<file path="config.mk">
export PLATFORM = sky130hd
export DESIGN_NAME = data_ram_arbiter_flat
export DESIGN_NICKNAME = d
export VERILOG_FILES = /design/src/rtl/hack_mem_pkg.sv /design/src/rtl/data_ram_arbiter_if.sv /design/src/rtl/arb_starve_counter.sv /design/src/rtl/data_ram_arbiter.sv /design/src/flat_wrapper.sv
export SDC_FILE = /design/constraint.sdc
export NUM_CORES = 1
export LEC_CHECK = 0
export BUFFER_PORTS_ARGS = -buffer_cell sky130_fd_sc_hd__buf_2
export CAP_MARGIN = 25
export CORE_MARGIN = 8
export CORE_UTILIZATION = 35
export DETAILED_ROUTE_END_ITERATION = 7
export PLACE_DENSITY = 0.7
export SYNTH_ARGS = -nofsm -noshare
export SYNTH_HDL_FRONTEND = slang
export SYNTH_SLANG_ARGS = --single-unit
</file>
<file path="constraint.sdc">
create_clock -name clk -period 5.8 [get_ports clk]
set_input_delay 0.29 -clock clk [delete_from_list [all_inputs] [get_ports clk]]
set_output_delay 0.29 -clock clk [all_outputs]
set_load 0.01 [all_outputs]
</file>
<file path="src/rtl/hack_mem_pkg.sv">
// Shared types and widths for the Hack data-RAM path (CPU port, video scanout, RAM macro).
package hack_mem_pkg;

  localparam int HACK_ADDR_W = 15;
  localparam int HACK_DATA_W = 16;

  typedef enum logic [1:0] {
    OWN_NONE = 2'd0,
    OWN_CPU  = 2'd1,
    OWN_VID  = 2'd2
  } owner_t;

endpackage

</file>
<file path="src/rtl/data_ram_arbiter_if.sv">
// Bus bundle between the CPU data port, the video scanout reader and the data RAM macro.
interface data_ram_arbiter_if
  import hack_mem_pkg::*;
#(
  parameter int ADDR_W = HACK_ADDR_W,
  parameter int DATA_W = HACK_DATA_W
);

  logic              cpu_req;
  logic              cpu_we;
  logic [ADDR_W-1:0] cpu_addr;
  logic [DATA_W-1:0] cpu_wdata;
  logic              cpu_stall;
  logic              cpu_rvalid;
  logic [DATA_W-1:0] cpu_rdata;

  logic              vid_req;
  logic [ADDR_W-1:0] vid_addr;
  logic              vid_gnt;
  logic              vid_rvalid;
  logic [DATA_W-1:0] vid_rdata;

  logic [ADDR_W-1:0] ram_addr;
  logic              ram_we;
  logic [DATA_W-1:0] ram_wdata;
  logic [DATA_W-1:0] ram_rdata;

  // The requesters and the RAM macro together form the master side.
  modport master (
    output cpu_req, cpu_we, cpu_addr, cpu_wdata, vid_req, vid_addr, ram_rdata,
    input  cpu_stall, cpu_rvalid, cpu_rdata, vid_gnt, vid_rvalid, vid_rdata,
           ram_addr, ram_we, ram_wdata
  );

  modport slave (
    input  cpu_req, cpu_we, cpu_addr, cpu_wdata, vid_req, vid_addr, ram_rdata,
    output cpu_stall, cpu_rvalid, cpu_rdata, vid_gnt, vid_rvalid, vid_rdata,
           ram_addr, ram_we, ram_wdata
  );

endinterface

</file>
<file path="src/rtl/arb_starve_counter.sv">
// Saturating count of consecutive cycles the video port has been denied the RAM.
module arb_starve_counter #(
  parameter int MAX = 4
) (
  input  logic clk,
  input  logic reset_n,
  input  logic clr,
  input  logic inc,
  output logic at_max
);

  localparam int W = $clog2(MAX + 1);

  logic [W-1:0] count;

  always_ff @(posedge clk or negedge reset_n) begin
    if (!reset_n) begin
      count <= '0;
    end else if (clr) begin
      count <= '0;
    end else if (inc && !at_max) begin
      count <= count + W'(1);
    end
  end

  assign at_max = (count == W'(MAX));

endmodule

</file>
<file path="src/rtl/data_ram_arbiter.sv">
// Single-port data RAM arbiter: CPU has priority, video gets a forced slot after VID_MAX_WAIT denials.
module data_ram_arbiter
  import hack_mem_pkg::*;
#(
  parameter int ADDR_W       = HACK_ADDR_W,
  parameter int DATA_W       = HACK_DATA_W,
  parameter int VID_MAX_WAIT = 4
) (
  input  logic              clk,
  input  logic              reset_n,
  data_ram_arbiter_if.slave bus
);

  owner_t            grant;
  owner_t            rd_owner;
  owner_t            rd_owner_next;
  logic              vid_at_max;
  logic              vid_force;
  logic [ADDR_W-1:0] last_addr;
  logic [ADDR_W-1:0] addr_sel;
  logic [DATA_W-1:0] wdata_sel;
  logic              we_sel;

  // Clearing whenever video is idle means only back-to-back denials can build up to a forced slot.
  arb_starve_counter #(
    .MAX (VID_MAX_WAIT)
  ) u_starve (
    .clk     (clk),
    .reset_n (reset_n),
    .clr     ((grant == OWN_VID) || !bus.vid_req),
    .inc     (bus.vid_req),
    .at_max  (vid_at_max)
  );

  assign vid_force = bus.vid_req && vid_at_max;

  always_comb begin
    grant = OWN_NONE;
    if (vid_force)        grant = OWN_VID;
    else if (bus.cpu_req) grant = OWN_CPU;
    else if (bus.vid_req) grant = OWN_VID;
  end

  // An idle cycle keeps the RAM address stable at the last granted one.
  always_comb begin
    addr_sel  = last_addr;
    we_sel    = 1'b0;
    wdata_sel = '0;
    unique case (grant)
      OWN_CPU: begin
        addr_sel  = bus.cpu_addr;
        we_sel    = bus.cpu_we;
        wdata_sel = bus.cpu_wdata;
      end
      OWN_VID: addr_sel = bus.vid_addr;
      default: ;
    endcase
  end

  always_comb begin
    rd_owner_next = OWN_NONE;
    if (grant == OWN_CPU && !bus.cpu_we) rd_owner_next = OWN_CPU;
    else if (grant == OWN_VID)           rd_owner_next = OWN_VID;
  end

  always_ff @(posedge clk or negedge reset_n) begin
    if (!reset_n) begin
      rd_owner  <= OWN_NONE;
      last_addr <= '0;
    end else begin
      rd_owner  <= rd_owner_next;
      last_addr <= addr_sel;
    end
  end

  // Everything that can disturb the RAM or the CPU pipeline is held quiet during reset.
  always_comb begin
    bus.ram_addr  = '0;
    bus.ram_we    = 1'b0;
    bus.ram_wdata = '0;
    bus.vid_gnt   = 1'b0;
    bus.cpu_stall = 1'b0;
    if (reset_n) begin
      bus.ram_addr  = addr_sel;
      bus.ram_we    = we_sel;
      bus.ram_wdata = wdata_sel;
      bus.vid_gnt   = (grant == OWN_VID);
      bus.cpu_stall = bus.cpu_req && (grant != OWN_CPU);
    end
  end

  assign bus.cpu_rvalid = (rd_owner == OWN_CPU);
  assign bus.vid_rvalid = (rd_owner == OWN_VID);
  assign bus.cpu_rdata  = bus.ram_rdata;
  assign bus.vid_rdata  = bus.ram_rdata;

endmodule

</file>
<file path="src/flat_wrapper.sv">
// flat-port wrapper written by rule: the top's interface ports become plain ports
module data_ram_arbiter_flat import hack_mem_pkg::*;
#(
  parameter int ADDR_W       = HACK_ADDR_W,
  parameter int DATA_W       = HACK_DATA_W,
  parameter int VID_MAX_WAIT = 4
)
  (clk, reset_n, bus_cpu_req, bus_cpu_we, bus_cpu_addr, bus_cpu_wdata, bus_vid_req, bus_vid_addr, bus_ram_rdata, bus_cpu_stall, bus_cpu_rvalid, bus_cpu_rdata, bus_vid_gnt, bus_vid_rvalid, bus_vid_rdata, bus_ram_addr, bus_ram_we, bus_ram_wdata);
  data_ram_arbiter_if #(.ADDR_W(ADDR_W), .DATA_W(DATA_W)) bus_i ();
  input  logic clk;
  input  logic reset_n;
  input wire logic [$bits(bus_i.cpu_req)-1:0] bus_cpu_req;
  input wire logic [$bits(bus_i.cpu_we)-1:0] bus_cpu_we;
  input wire logic [$bits(bus_i.cpu_addr)-1:0] bus_cpu_addr;
  input wire logic [$bits(bus_i.cpu_wdata)-1:0] bus_cpu_wdata;
  input wire logic [$bits(bus_i.vid_req)-1:0] bus_vid_req;
  input wire logic [$bits(bus_i.vid_addr)-1:0] bus_vid_addr;
  input wire logic [$bits(bus_i.ram_rdata)-1:0] bus_ram_rdata;
  output wire logic [$bits(bus_i.cpu_stall)-1:0] bus_cpu_stall;
  output wire logic [$bits(bus_i.cpu_rvalid)-1:0] bus_cpu_rvalid;
  output wire logic [$bits(bus_i.cpu_rdata)-1:0] bus_cpu_rdata;
  output wire logic [$bits(bus_i.vid_gnt)-1:0] bus_vid_gnt;
  output wire logic [$bits(bus_i.vid_rvalid)-1:0] bus_vid_rvalid;
  output wire logic [$bits(bus_i.vid_rdata)-1:0] bus_vid_rdata;
  output wire logic [$bits(bus_i.ram_addr)-1:0] bus_ram_addr;
  output wire logic [$bits(bus_i.ram_we)-1:0] bus_ram_we;
  output wire logic [$bits(bus_i.ram_wdata)-1:0] bus_ram_wdata;
  assign bus_i.cpu_req = bus_cpu_req;
  assign bus_i.cpu_we = bus_cpu_we;
  assign bus_i.cpu_addr = bus_cpu_addr;
  assign bus_i.cpu_wdata = bus_cpu_wdata;
  assign bus_i.vid_req = bus_vid_req;
  assign bus_i.vid_addr = bus_vid_addr;
  assign bus_i.ram_rdata = bus_ram_rdata;
  assign bus_cpu_stall = bus_i.cpu_stall;
  assign bus_cpu_rvalid = bus_i.cpu_rvalid;
  assign bus_cpu_rdata = bus_i.cpu_rdata;
  assign bus_vid_gnt = bus_i.vid_gnt;
  assign bus_vid_rvalid = bus_i.vid_rvalid;
  assign bus_vid_rdata = bus_i.vid_rdata;
  assign bus_ram_addr = bus_i.ram_addr;
  assign bus_ram_we = bus_i.ram_we;
  assign bus_ram_wdata = bus_i.ram_wdata;
  data_ram_arbiter #(.ADDR_W(ADDR_W), .DATA_W(DATA_W), .VID_MAX_WAIT(VID_MAX_WAIT)) u_core (.clk(clk), .reset_n(reset_n), .bus(bus_i));
endmodule
</file>
==> metrics.yaml, run 1 <==
hold_viol: 0
antenna_cells: 0
hold_class: "input port to asynchronous set/reset pin"
avgViaCountPerCell: 4.956
grt_pass1_vias: 1358
critPathSlowestCell: "ha_1"
cts_hold_buf: 0
maxCapViolations: 0
fin_skew_ns: 0.001220
grt.total_usage: 0.1075
post_cts_buffers: 0
cpMostUsedCell: "ha_1"
placed_area_sq_mm: 0.001824
finalCriticalPeriod_ns: 3.101
io_pins: 135
die_y_um: 84.46
power_density_mw_per_mm2: 222.9
clockBufferDepth: 2
final_area_sq_mm: 0.001907
ys_seq_elements: 20
crit_arrival_ns: 2.81
vias: 1348
cts-root-buf: "clkbuf_8"
gp_congestion: 0.7812
start_kind: "register"
setup_tns_ns: 0
synth_area_sq_mm: 0.001640
timing.fmax_mhz: 322.5
slew_violations: 0
cts_buffers: 3
vdd.ir_drop.worst_mv: 0.1067
tightest_slew_ns: 0.9762
cts_resized: 0
synthDistinctLibCells: 24
clock-sinks: 20
syn_to_final_growth_pct: 16.25
insertion_delay_ns: 0.25
overflow: 0
wl_per_cell_um: 15.00
path_class: "register to output port"
crit_path_max_incr_delay_ns: 0.83
syn_inst: 170
dr.pass1.iters: 4
cts_max_level: 1
antenna_found_initial: 0
setup_violations: 0
drc: 0
cp_max_fo: 18
dieArea_sq_mm: 0.007133
dpl.hpwl_um: 3150
synth_seq_area_share: 0.3051
place_worst_setup_slack_ns: 2.810
grt_max_degree: 55
cellLeakagePower_nw: 1.035
io_buffers: 86
synth.avg_cell_area_sq_um: 9.649
fillers: 489
status: "complete, no violations"
yosys_warnings: 0
end_kind: "output port"
cts_tree: "yes"
start_util: 0.3543
wirelength_um: 4081
synth_nets: 241
cp.required_ns: 5.51
coreArea_sq_mm: 0.004629
rsz0062_at_grt: "false"
path_clk_slew_ns: 0.08
drive_gt1_frac: 0.5321
ant_nets: 0
setup_ws_ns: 2.699
drtIter0Drc: 23
std_cell_rows: 25
die_w_um: 84.46
period_share: 0.5347
crit_path_cell_trace: "inv_1 -> ha_1 -> nand2_1 -> a21boi_0 -> ha_1 -> a221oi_1 -> nor3b_1 -> buf_2"
nets: 290
slew_headroom: 0.3492
grt_pass1_wl_um: 6486
==> metrics by stage <==
stage          total power [mW]    util  instances  hold slack [ns]
2_1_floorplan            0.2907       -        170        -0.005591
3_3_place_gp             0.3160  0.3941        267           0.4231
3_5_place_dp             0.3202  0.3941        267           0.4248
4_1_cts                  0.4294  0.4059        271           0.1471
5_1_grt                  0.4561  0.4119        272           0.1740
6_report                 0.4250  0.4119        272           0.1347
==> final timing paths <==
kind | from | endpoint | slack (ns) | cells after the start
max in group asynchronous | reset_n | u_core.last_addr[1] | 5.15 | 1
hold reg to reg | u_core.last_addr[3] | u_core.last_addr[3] | 0.49 | 2
min in group clk | bus_cpu_we | u_core.rd_owner[0] | 0.20 | 2
setup / recovery | u_core.u_starve.count[0] | bus_ram_addr[8] | 2.70 | 8
setup reg to reg | u_core.u_starve.count[0] | u_core.last_addr[8] | 3.45 | 7
hold / removal | reset_n | u_core.u_starve.count[2] | 0.13 | 1
==> critical path, delay by kind of cell, from the launching register on <==
| kind | cells | cell delay, ns |
|---|---|---|
| flops | 1 | 0.41 |
| simple gates | 2 | 0.37 |
| buf+inv | 2 | 0.24 |
| compound gates | 2 | 0.44 |
| fa+ha+maj | 2 | 1.09 |
==> cells in the mapped netlist <==
master,instances,area [sq um]
buf_6,4,45.04
nor3b_2,11,137.6
a221oi_1,4,35.03
nor3b_1,4,30.03
nor2_1,17,63.81
nor2b_1,19,118.9
a21oi_1,2,10.01
dfrtp_1,20,500.5
a21boi_0,1,7.510
a21o_1,1,7.510
clkbuf_1,5,18.77
ha_1,4,50.05
nor3_1,1,5.000
buf_2,2,10.01
nand2_1,3,11.26
nand3_1,3,15.01
inv_1,2,7.510
and2_1,2,12.51
and3_1,17,106.4
nand2b_1,1,6.260
and3b_1,1,8.760
buf_4,33,247.7
a221oi_2,11,165.2
a21bo_2,2,20.02
==> registers in the layout, indices dropped and copies added (netlist names) <==
name	count
u_core.last_addr	15
u_core.u_starve.count	3
u_core.rd_owner	2
==> power breakdown <==
group	internal [mW]	switching, mW
Clock	0.0603	0.0456
Combinational	0.0699	0.0793
Sequential	0.162	0.00757
Total	0.293	0.132
==> metal layers <==
metal	share of wire	vias to the layer above	wire (um)	global-route usage
met4	0.0091	0	37	0.03074
met1	0.38	615	1564	0.1035
li1	-	654	-	-
met2	0.48	68	1939	0.1913
met5	0	-	0	0
met3	0.13	11	540	0.06049
==> placed cells by master (no fill, tap or decap) <==
cell / Yosys / final
a21oi_1: 2 / 2
a221oi_1: 4 / 4
nor3_1: 1 / 1
nor3b_1: 4 / 4
dfrtp_1: 20 / 20
a21boi_0: 1 / 1
buf_4: 33 / 1
a21bo_2: 2 / 2
and3b_1: 1 / 1
and2_1: 2 / 2
ha_1: 4 / 4
nand2b_1: 1 / 1
nand3_1: 3 / 3
and3_1: 17 / 17
a21o_1: 1 / 1
clkbuf_8: 0 / 4
nand2_1: 3 / 3
buf_2: 2 / 86
inv_1: 2 / 2
nor3b_2: 11 / 11
nor2b_1: 19 / 19
nor2_1: 17 / 17
a221oi_2: 11 / 11
buf_16: 0 / 1
==> cell type report <==
class	instances	area, sq um	area share
well taps	54	67.56	0.03543
multi-input cells	104	810.8	0.4252
inverters	2	7.507	0.003937
clock buffers	4	55.05	0.02887
repair buffers	88	465.4	0.2441
flip-flops and latches	20	500.5	0.2625
==> kinds of logic after synthesis <==
kind of cell / count (synthesis) / share of synthesized area
simple gates: 79 / 0.3143
buf+inv: 46 / 0.2006
compound gates: 21 / 0.1495
flops: 20 / 0.3051
fa+ha+maj: 4 / 0.03051
Note: power is estimated with default switching activity, not from simulation.
==> inputs of run 2 (changes only) <==
--- a/config.mk
+++ b/config.mk
@@ -5,6 +5,7 @@
 export SDC_FILE = /design/constraint.sdc
 export NUM_CORES = 1
 export LEC_CHECK = 0
+export ABC_AREA = 1
 export BUFFER_PORTS_ARGS = -buffer_cell sky130_fd_sc_hd__buf_2
 export CAP_MARGIN = 25
 export CORE_MARGIN = 8
==> constraint.sdc (replaced) <==
create_clock -name clk -period 3.1 [get_ports clk]
set_input_delay 0.155 -clock clk [delete_from_list [all_inputs] [get_ports clk]]
set_output_delay 0.155 -clock clk [all_outputs]
set_load 0.01 [all_outputs]
==> run 2 against run 1 <==
  * Count of clock-buffer cells in the layout shrank 1
  * Flip-flop and latch count stayed put
  * Combinational power grew 59%
  * Utilization rose by 0.39 points
  * Cell area down 3.7%
  * First-iteration DRC count rose by 39%
  * Worst setup slack got worse by 2.2 ns
  * Final cell count is 26% higher
  * Largest power group unchanged
  * Clock power increased by 64%
  * Critical path depth up 4
  * Routed wire length up 11%
  * Sequential power grew 84%
==> metrics.yaml, run 2 <==
overflow: 0  # unchanged
fillers: 481  # -1.6%
synthAdderAreaFrac: 0.03094  # +0.0004247
dr.pass1.iters: 4  # unchanged
cts_resized: 0  # unchanged
vdd.ir_drop.worst_mv: 0.2070  # +94%
r2r_start: "u_core.u_starve.count[0]"
multi_input_area_sq_um: 611.8  # -25%
finalCriticalPeriod_ns: 2.552
cts_buffers: 3  # unchanged
largest_reg_flops: 15  # unchanged
synth_top_family_by_area: "simple AND/OR/NAND/NOR gates"
cp.required_ns: 2.94  # -2.57 ns
antenna_cells: 0  # unchanged
reg.largest.list: "u_core.last_addr x15, u_core.u_starve.count x3, u_core.rd_owner x2"
die_w_um: 83.99  # -0.56%
dieArea_sq_mm: 0.007053  # -1.1%
clock-sinks: 20  # unchanged
drc: 0  # unchanged
start_util: 0.3665  # +0.01217
synth_common_cells: "nand2_1 (53), inv_1 (44), nor2_1 (40)"
reg2reg_to: "u_core.u_starve.count[1]"
hold_viol: 0  # unchanged
synth_simple_gate_area_share: 0.3411  # +0.02680
synthDistinctLibCells: 18  # -25%
period_share: 0.8232
clockBufferDepth: 2  # unchanged
grt_max_degree: 31  # -44%
synth-edff-count: 0  # unchanged
setup_tns_ns: 0  # unchanged
cp_max_fo: 10  # -8
yosysMostFrequentCell: "nand2_1"
synth_area_sq_mm: 0.001618  # -1.4%
synth_area_leaders: "dfrtp_1 (31%), buf_4 (16%), nand2_1 (12%)"
cp-startpoint: "u_core.u_starve.count[0]"
synth-compound-area-share: 0.006187  # -0.1433
synth_xor_area_frac: 0  # unchanged
tightest_slew_ns: 0.6857  # -0.2904 ns
grt.total_usage: 0.1257  # +0.01818
hold_class: "input port to register"
largest-register: "u_core.last_addr"
timing.fmax_mhz: 391.9
cellLeakagePower_nw: 1.203  # +16%
cts-root-buf: "clkbuf_8"
final_cells: 342  # +26%
fin_skew_ns: 0.003781  # +0.002561 ns
ant_nets: 0  # unchanged
vias: 1488  # +10%
io_pins: 135  # unchanged
grt_pass1_vias: 1512  # +11%
rsz0062_at_grt: "false"
place_inst: 338  # +27%
grtUsageMet3: 0.05566  # -0.004824
cts_tree: "yes"
std_cell_rows: 24  # -4.0%
p_total_uw: 723.8  # +70%
end_kind: "output port"
drtIter0Drc: 32  # +39%
wl_per_cell_um: 13.23  # -12%
coreArea_sq_mm: 0.004414  # -4.6%
holdWs_ns: 0.06085  # -0.07383 ns
final_cell_mix: "buf_2 (86), nand2_1 (53), inv_1 (44), nor2_1 (40), dfrtp_1 (20)"
io_buffers: 86  # unchanged
path_clk_slew_ns: 0.07  # about the same
syn_to_final_growth_pct: 13.46
avgViaCountPerCell: 4.351  # -12%
start_kind: "register"
wirelength_um: 4524  # +11%
die_y_um: 83.99  # -0.56%
regArea_sq_um: 500.5  # unchanged
crit_arrival_ns: 2.40  # -0.41 ns
finalCoreUtilization: 0.4158  # +0.003924
dpl.hpwl_um: 3704  # +18%
drive_gt1_frac: 0.3276  # -0.2045
status: "complete, no violations"
insertion_delay_ns: 0.26  # about the same
ys_seq_elements: 20  # unchanged
synth_top_area_frac: 0.3094  # +0.004247
power_density_mw_per_mm2: 394.3  # +77%
nets: 363  # +25%
syn_inst: 240  # +41%
synth_top_area_cell: "dfrtp_1"
synth.avg_cell_area_sq_um: 6.741  # -30%
cp-endpoint: "bus_ram_addr[8]"
maxCapViolations: 0  # unchanged
gp_congestion: 0.7747  # -0.83%
async_reset_ff_frac: 1.000  # unchanged
synth_seq_area_share: 0.3094  # +0.004247
r2r_cells: 12  # +5
grt_use_met2: 0.2253  # +0.03400
yosys_warnings: 0  # unchanged
top_usage_layer: "met2"
r2r_slack_ns: 0.97  # -2.48 ns
final_common_cell: "buf_2"
synthFlopType: "dfrtp_1"
use_met1: 0.1266  # +0.02302
slew_headroom: 0.5428  # +0.1936
cts_max_level: 1  # unchanged
slew_violations: 0  # unchanged
synth_nets: 311  # +29%
path_class: "register to output port"
muxShareOfSynthArea: 0  # unchanged
setup_violations: 0  # unchanged
grt_pass1_wl_um: 7445  # +15%
antenna_found_initial: 0  # unchanged
-- run 2: cell types whose count changed in the layout (fill, tap and decap cells not counted), moves of 10 or more --
cell	delta
nand2_1	+50
inv_1	+42
nor2_1	+23
nor2b_1	-19
and3_1	-17
a221oi_2	-11
nand3_1	+11
nor3b_2	-11
or2_1	+10
-- run 2: what timing repair did --
action / 4_1_cts / 5_1_grt
endpoints found under the hold margin: 20 / 0
hold buffers: 1 / 0
buffers inserted: 0 / 0
-- run 2: area by class of cell --
type | count | area share
multi-input combinational | 134 | 0.3333
clock buffer | 3 | 0.02249
inverter | 45 | 0.09202
sequential | 20 | 0.2727
timing repair buffer | 88 | 0.2440
tap | 52 | 0.03545
-- run 2: per-stage QoR --
step / cell area [sq um] / setup slack (ns)
finish: 1836 / 0.5482
global route: 1836 / 0.1891
CTS: 1836 / 0.4933
detailed placement: 1784 / 0.7875
global placement: 1784 / 0.8822
floorplan: 1618 / 1.263
-- run 2: worst max-delay path, cell delays in order, from the launching register on --
cell and delay, ns:
dfrtp_1 0.37, inv_1 0.07, ha_1 0.21, nand2_1 0.08, inv_1 0.06, o21ai_0 0.21, ha_1 0.45, buf_4 0.25
nand2_1 0.06, nand3_1 0.06, nand2_1 0.07, nor2_1 0.09, buf_2 0.15
-- run 2: per-layer routing --
metal  wire length [um]  up-vias
li1                   -      755
met1               1782      629
met2               2173       91
met3                497       13
met4                 71        0
met5                  0        -
-- run 2: logic make-up (layout without fill, tap and decap cells) --
family	count (synthesis)	in the layout
AOI/OAI and AO/OA	2	2
adders and majority gates	4	4
buffers and inverters	86	136
DFF	20	20
and+or+nand+nor	128	128
-- run 2: how the worst min path moves through the flow --
stage / start / end / slack [ns] / cells after the start
2_1_floorplan: reset_n / u_core.last_addr[0] / -0.14 / 0
5_1_grt: bus_cpu_we / u_core.rd_owner[0] / 0.06 / 2
3_5_place_dp: reset_n / u_core.last_addr[0] / 0.17 / 1
3_3_place_gp: reset_n / u_core.last_addr[0] / 0.17 / 1
4_1_cts: bus_cpu_we / u_core.rd_owner[0] / 0.06 / 2
6_report: bus_cpu_we / u_core.rd_owner[0] / 0.06 / 2
-- run 2: power by group --
| part | internal, mW | leakage [nW] | switching, mW |
|---|---|---|---|
| registers | 0.302 | 0.245 | 0.0111 |
| logic | 0.0996 | 0.936 | 0.137 |
| clock network | 0.0868 | 0.0216 | 0.0877 |
